<file path="config.mk">
export PLATFORM = sky130hd
export DESIGN_NAME = instruction_fetch
export DESIGN_NICKNAME = d
export VERILOG_FILES = /design/src/rtl/instruction_fetch.sv
export SDC_FILE = /design/constraint.sdc
export NUM_CORES = 1
export LEC_CHECK = 0
export CORE_MARGIN = 5
export CORE_UTILIZATION = 40
export DETAILED_ROUTE_END_ITERATION = 8
export PLACE_DENSITY_LB_ADDON = 0.08
export SYNTH_ARGS = -nofsm -noshare
export SYNTH_HDL_FRONTEND = slang
export SYNTH_SLANG_ARGS = --single-unit
export TNS_END_PERCENT = 10
</file>
<file path="constraint.sdc">
create_clock -name clk_pi -period 2.1 [get_ports clk_pi]
set_clock_uncertainty 0.2 [all_clocks]
set_input_delay 0.315 -clock clk_pi [delete_from_list [all_inputs] [get_ports clk_pi]]
set_output_delay 0.315 -clock clk_pi [all_outputs]
set_load 0.02 [all_outputs]
</file>
<file path="src/rtl/instruction_fetch.sv">
// rtl/instruction_fetch.sv - fetch stage: PC -> instruction-memory request/ack -> held instruction for decode
module instruction_fetch #(
    parameter int ADDR_WIDTH  = 16,
    parameter int INSTR_WIDTH = 16
) (
    input  logic                   clk_pi,
    input  logic                   reset_pi,
    input  logic                   clk_en_pi,
    input  logic                   halt_pi,
    input  logic                   flush_pi,
    input  logic [ADDR_WIDTH-1:0]  pc_pi,
    output logic                   pc_advance_po,
    output logic                   imem_req_po,
    output logic [ADDR_WIDTH-1:0]  imem_addr_po,
    input  logic                   imem_ack_pi,
    input  logic [INSTR_WIDTH-1:0] imem_rdata_pi,
    output logic [INSTR_WIDTH-1:0] instr_po,
    output logic [ADDR_WIDTH-1:0]  instr_pc_po,
    output logic                   instr_valid_po,
    input  logic                   instr_ready_pi,
    output logic [15:0]            fetch_count_po,
    output logic                   align_err_po
);

    localparam logic [1:0] S_IDLE  = 2'd0;
    localparam logic [1:0] S_WAIT  = 2'd1;
    localparam logic [1:0] S_DRAIN = 2'd2;
    localparam logic [1:0] S_HOLD  = 2'd3;

    logic [1:0]            state;
    logic                  pc_adv_q;
    logic                  start_fetch;
    logic [ADDR_WIDTH-1:0] aligned_pc;

    assign aligned_pc = {pc_pi[ADDR_WIDTH-1:1], 1'b0};

    // A new request is issued from IDLE, or straight out of HOLD once decode takes the instruction.
    assign start_fetch = !flush_pi && !halt_pi &&
                         ((state == S_IDLE) || ((state == S_HOLD) && instr_ready_pi));

    // The pulse register holds across a disabled cycle so the PC still steps exactly once.
    assign pc_advance_po = pc_adv_q & clk_en_pi;

    always_ff @(posedge clk_pi or posedge reset_pi) begin
        if (reset_pi) begin
            state          <= S_IDLE;
            imem_req_po    <= 1'b0;
            imem_addr_po   <= '0;
            instr_po       <= '0;
            instr_pc_po    <= '0;
            instr_valid_po <= 1'b0;
            pc_adv_q       <= 1'b0;
            fetch_count_po <= '0;
            align_err_po   <= 1'b0;
        end else if (clk_en_pi) begin
            pc_adv_q <= 1'b0;
            case (state)
                S_IDLE: begin
                end
                S_WAIT: begin
                    if (imem_ack_pi) begin
                        imem_req_po <= 1'b0;
                        if (flush_pi) begin
                            state <= S_IDLE;
                        end else begin
                            // imem_addr_po is held stable for the whole request, so it is the fetch PC
                            instr_po       <= imem_rdata_pi;
                            instr_pc_po    <= imem_addr_po;
                            instr_valid_po <= 1'b1;
                            pc_adv_q       <= 1'b1;
                            fetch_count_po <= fetch_count_po + 16'd1;
                            state          <= S_HOLD;
                        end
                    end else if (flush_pi) begin
                        state <= S_DRAIN;
                    end
                end
                S_DRAIN: begin
                    if (imem_ack_pi) begin
                        imem_req_po <= 1'b0;
                        state       <= S_IDLE;
                    end
                end
                S_HOLD: begin
                    if (flush_pi || instr_ready_pi) begin
                        instr_valid_po <= 1'b0;
                        state          <= S_IDLE;
                    end
                end
                default: state <= S_IDLE;
            endcase

            if (start_fetch) begin
                imem_req_po  <= 1'b1;
                imem_addr_po <= aligned_pc;
                state        <= S_WAIT;
                if (pc_pi[0]) begin
                    align_err_po <= 1'b1;
                end
            end
        end
    end

endmodule

</file>
==> results of run 1 <==
## report_power, final
| group | switching, mW | internal [mW] |
|---|---|---|
| clock network | 0.482 | 0.725 |
| registers | 0.330 | 1.80 |
| logic | 1.24 | 1.25 |
## worst reg2reg max path: cells and delay by family (launching register included)
family	cells	cell delay (ns)
XOR/XNOR	1	0.18
adder cells (fa/ha/maj)	1	0.24
buffers and inverters	1	0.09
flip-flops	1	0.42
AND/OR/NAND/NOR	3	0.79
## cell usage in the layout (no fill, tap or decap), types with 2 or more instances in the layout
cell             synthesis  final
bufinv_16                0      2
conb_1                   1      2
nor3_2                   2      2
and2_1                   3      3
xnor2_1                  9      9
buf_12                   0      3
mux2_2                  13     13
ha_1                     5      5
clkinvlp_4               0      2
xor2_1                   6      6
inv_1                    6      5
nand3_1                  4      4
nor2_1                   7      7
and3_1                   2      2
clkbuf_8                 0     11
nand2b_1                 3      3
nand2_1                103    103
mux2_4                   2      2
or3_1                    2      2
clkdlybuf4s50_1          0    103
nand4_1                  3      3
dfrtp_1                 68     68
buf_4                    4      8
## per-layer routing
layer,up-vias,part of all wire
met3,7,0.093
met4,0,0.010
met2,86,0.48
met5,-,0
li1,1098,-
met1,1065,0.42
## path summary, 6_finish.rpt
check	cells past startpoint	slack, ns	end
worst min-delay path	3	0.23	fetch_count_po[10]
worst max register to register	6	0.11	fetch_count_po[15]
worst max-delay path	6	0.11	fetch_count_po[15]
min in group clk_pi	2	0.28	instr_po[11]
worst min register to register	2	0.28	instr_po[11]
max in group asynchronous	3	1.17	instr_po[5]
## sequential cells by signal, summed over array words and instances, names as in the netlist
signal          cells
imem_addr_po       15
instr_valid_po      1
align_err_po        1
instr_pc_po        15
state               2
fetch_count_po     16
pc_adv_q            1
imem_req_po         1
instr_po           16
## final cells by class
cell class	instances	area, um^2
multi-input cells	186	1082
clock buffers	11	151.4
repair buffers	115	1164
fillers	580	2551
flip-flops and latches	68	1702
clock inverters	4	72.57
inverters	6	26.28
well taps	96	120.1
## logic make-up (layout without fill, tap and decap cells)
group / Yosys count / count (layout) / synth area share
and+or+nand+nor: 138 / 138 / 0.2170
muxes: 15 / 15 / 0.06157
adders and majority gates: 5 / 5 / 0.02183
AOI/OAI and AO/OA: 11 / 11 / 0.02839
other: 1 / 2 / 0.001309
xor gates and xnor gates: 15 / 15 / 0.04585
buffers and inverters: 17 / 136 / 0.03013
DFF: 68 / 68 / 0.5939
==> impl_metrics.env, run 1 <==
export IMPL_outcome="finished clean"
export IMPL_syn_avg_cell_area_um2=10.61
export IMPL_io_pin_count=107
export IMPL_clk_insertion_delay_late_ns=0.33
export IMPL_ys_ff_latch=68
export IMPL_whs_ns=0.2341
export IMPL_postCtsSetupRepairBufs=0
export IMPL_maxCapViolations=0
export IMPL_hold_class="input port to async pin"
export IMPL_die_width_um=94.64
export IMPL_route_detailed_drc=0
export IMPL_areaGrowthSynthToFinish_pct=50.70
export IMPL_total_power_mw=5.833
export IMPL_crit_fanout=7
export IMPL_required_ns=2.15
export IMPL_cts_clk_slew_worst_paths_ns=0.07
export IMPL_start_kind="flop"
export IMPL_finalHoldViolCount=0
export IMPL_setup_viol=0
export IMPL_nNetsFinal=430
export IMPL_crit_type="flop to flop"
export IMPL_seq_area_frac_synth=0.5939
export IMPL_synth_commonest_cells="103 x nand2_1, 68 x dfrtp_1, 13 x mux2_2"
export IMPL_routedWlPerCell_um=13.96
export IMPL_fin_crit_sh=0.9469
export IMPL_dieArea_mm2=0.008956
export IMPL_netlist_area_leader_share=0.5939
export IMPL_grtUsageMet1=0.1887
export IMPL_synth_most_common_cell="nand2_1"
export IMPL_final_util=0.6286
export IMPL_synth_top_cell_by_area="dfrtp_1"
export IMPL_final_area_mm2=0.004318
export IMPL_start_util=0.4171
export IMPL_crit_buf_inv=1
export IMPL_placed_cells=471
export IMPL_postSynthCellCount=270
export IMPL_max_freq_ghz=0.5029
export IMPL_grt_pass1_wl_um=10880
export IMPL_antenna_found_initial=0
export IMPL_cts_made_buffers=9
export IMPL_setup_ws_ns=0.1114
export IMPL_pre_cts_ws_ns=-0.05438
export IMPL_core_mm2=0.006869
export IMPL_synth_area_top_cells="dfrtp_1 59%, nand2_1 13%, mux2_2 5.1%"
export IMPL_cp_slowest_stage_delay_ns=0.42
export IMPL_io_buffers=104
export IMPL_ys_warn_count=0
export IMPL_grt_pass1_vias=2293
export IMPL_place_hpwl_um=4793
export IMPL_ir_worst_vdd_uv=788.0
export IMPL_clock_path_buffers=2
export IMPL_diodes=0
export IMPL_detail_route_antenna_nets=0
export IMPL_drive_above_1_share=0.1282
export IMPL_cp_startpoint="state[1]"
export IMPL_grt_remaining_overflow=0
export IMPL_drt_iter0_drc=66
export IMPL_wl_um=6783
export IMPL_tns_ns=0
export IMPL_cts_sinks=68
export IMPL_period_needed_ns=1.989
export IMPL_placed_cell_area_mm2=0.004090
export IMPL_cts_hold_buf=0
export IMPL_r2r_start="state[1]"
export IMPL_cp_cell_sequence="inv_1 > ha_1 > and4b_2 > nand4_4 > nor3_2 > xor2_1"
export IMPL_fin_cells=486
export IMPL_track_usage=0.1570
export IMPL_async_reset_ff_frac=1.000
export IMPL_cpMaxStageDelayCell="dfrtp_1"
export IMPL_via_count=2256
export IMPL_cts_max_level=3
export IMPL_syn_cell_area_mm2=0.002865
export IMPL_rsz0062_at_grt="no"
export IMPL_tritoncts="done"
export IMPL_met3_usage=0.05817
export IMPL_leakage_nw=2.038
export IMPL_place_congestion=0.7305
export IMPL_synth_ff_type="dfrtp_1"
export IMPL_dr_pass1_iters=4
export IMPL_endpoint_kind="flop"
export IMPL_synth_edf_count=0
export IMPL_grt_max_degree=69
export IMPL_globalRoute_busiestLayer="met2"
export IMPL_cts_resized=0
export IMPL_powerDensity_mw_per_mm2=1351
export IMPL_path_delay_family="simple AND/OR/NAND/NOR gates"
export IMPL_die_y_um=94.64
export IMPL_yosys_cell_types_count=40
export IMPL_slew_violations=0
export IMPL_vias_per_cell=4.642
export IMPL_met2_usage=0.2554
export IMPL_root_buffer="clkbuf_8"
export IMPL_crit_arrival_ns=2.04
export IMPL_row_count=30
Power figures use the tool's default switching activity.
==> run 2: changes to the inputs <==
CAP_MARGIN = 5   (was default)
==> results of run 2 <==
Same layout as run 1: the final DEF is identical, and so are final timing and power.
==> run 3: changes to the inputs <==
HOLD_SLACK_MARGIN = 0.05   (was default)
MAX_ROUTING_LAYER = met4   (was default)
==> impl_metrics.env, run 3 (same netlist as run 1, synthesis figures left out) <==
export IMPL_outcome="finished clean"
export IMPL_grt_pass1_wl_um=10870
export IMPL_diodes=0
export IMPL_clock_path_buffers=2
export IMPL_crit_arrival_ns=2.04
export IMPL_cp_slowest_stage_delay_ns=0.42
export IMPL_maxCapViolations=0
export IMPL_pre_cts_ws_ns=-0.05438
export IMPL_endpoint_kind="flop"
export IMPL_drt_iter0_drc=80
export IMPL_crit_type="flop to flop"
export IMPL_cts_hold_buf=0
export IMPL_via_count=2239
export IMPL_die_width_um=94.64
export IMPL_clk_insertion_delay_late_ns=0.33
export IMPL_tns_ns=0
export IMPL_place_congestion=0.7393
export IMPL_cts_resized=0
export IMPL_io_pin_count=107
export IMPL_wl_um=6754
export IMPL_hold_class="input port to async pin"
export IMPL_cts_max_level=3
export IMPL_root_buffer="clkbuf_8"
export IMPL_setup_viol=0
export IMPL_powerDensity_mw_per_mm2=1351
export IMPL_ir_worst_vdd_uv=791.8
export IMPL_max_freq_ghz=0.5023
export IMPL_cts_made_buffers=9
export IMPL_grt_remaining_overflow=0
export IMPL_num_fill_cells=580
export IMPL_reg_top3="fetch_count_po x16, instr_po x16"
export IMPL_track_usage=0.1614
export IMPL_seqCellArea_mm2=0.001702
export IMPL_slew_violations=0
export IMPL_core_mm2=0.006869
export IMPL_row_count=30
export IMPL_route_detailed_drc=0
export IMPL_grt_pass1_vias=2295
export IMPL_required_ns=2.15
export IMPL_cpMaxStageDelayCell="dfrtp_1"
export IMPL_dr_pass1_iters=4
export IMPL_io_buffers=104
export IMPL_dieArea_mm2=0.008956
export IMPL_whs_ns=0.2341
export IMPL_final_util=0.6286
export IMPL_leakage_nw=2.038
export IMPL_routedWlPerCell_um=13.90
export IMPL_vias_per_cell=4.607
export IMPL_drive_above_1_share=0.1282
export IMPL_crit_fanout=7
export IMPL_postCtsSetupRepairBufs=0
export IMPL_place_hpwl_um=4793
export IMPL_ff2ff_path_depth=6
export IMPL_die_y_um=94.64
export IMPL_cts_sinks=68
export IMPL_detail_route_antenna_nets=0
export IMPL_nNetsFinal=430
export IMPL_finalHoldViolCount=0
export IMPL_multi_input_area_mm2=0.001082
export IMPL_antenna_found_initial=0
export IMPL_fin_crit_sh=0.9480
export IMPL_areaGrowthSynthToFinish_pct=50.70
export IMPL_rsz0062_at_grt="no"
export IMPL_tritoncts="done"
export IMPL_period_needed_ns=1.991
export IMPL_start_kind="flop"
export IMPL_final_cell_mix="103 x nand2_1, 103 x clkdlybuf4s50_1, 68 x dfrtp_1"
export IMPL_setup_ws_ns=0.1092
export IMPL_cp_cell_sequence="inv_1 > ha_1 > and4b_2 > nand4_4 > nor3_2 > xor2_1"
export IMPL_grt_max_degree=69
export IMPL_start_util=0.4171
export IMPL_cts_clk_slew_worst_paths_ns=0.07
## run 3: cell counts in the layout (fill, tap and decap cells not counted)
No cell type changed its count.
## run 3: area by class of cell
class / count / share of cell area
repair buffers: 115 / 0.2695
inverters: 6 / 0.006085
well taps: 96 / 0.02782
multi-input cells: 186 / 0.2507
clock buffers: 11 / 0.03506
clock inverters: 4 / 0.01681
flip-flops and latches: 68 / 0.3941
## run 3: critical path, delay by kind of cell, from the launching register on
family | cells | cell delay (ns)
XOR/XNOR | 1 | 0.17
adder cells (fa/ha/maj) | 1 | 0.24
buffers and inverters | 1 | 0.09
flip-flops | 1 | 0.42
AND/OR/NAND/NOR | 3 | 0.79
## run 3: stage by stage
stage | area (um^2) | std cells | total power [mW]
floorplan | 2873 | 271 | 3.390
global placement | 4090 | 471 | 4.644
detailed placement | 4090 | 471 | 4.688
CTS | 4314 | 486 | 5.918
global route | 4318 | 486 | 6.201
finish | 4318 | 486 | 5.833
## run 3: layer usage
metal | share of wire | global-route usage | routed length [um] | vias up
met5 | 0 | - | 0 | -
met4 | 0.0095 | 0.06130 | 64 | 0
met3 | 0.073 | 0.04940 | 492 | 7
met2 | 0.48 | 0.2560 | 3234 | 76
met1 | 0.44 | 0.1933 | 2963 | 1056
li1 | - | - | - | 1100
## run 3: final timing paths
kind / from / to / slack, ns
worst min register to register: instr_po[11] / instr_po[11] / 0.28
worst max-delay path: state[1] / fetch_count_po[15] / 0.11
worst min-delay path: reset_pi / fetch_count_po[10] / 0.23
max in group asynchronous: reset_pi / instr_po[5] / 1.17
min in group clk_pi: instr_po[11] / instr_po[11] / 0.28
worst max register to register: state[1] / fetch_count_po[15] / 0.11
## run 3: power breakdown
part | switching (mW) | leakage [nW] | internal [mW]
logic | 1.24 | 1.06 | 1.25
clock network | 0.480 | 0.111 | 0.725
registers | 0.330 | 0.868 | 1.80
total | 2.05 | 2.04 | 3.78
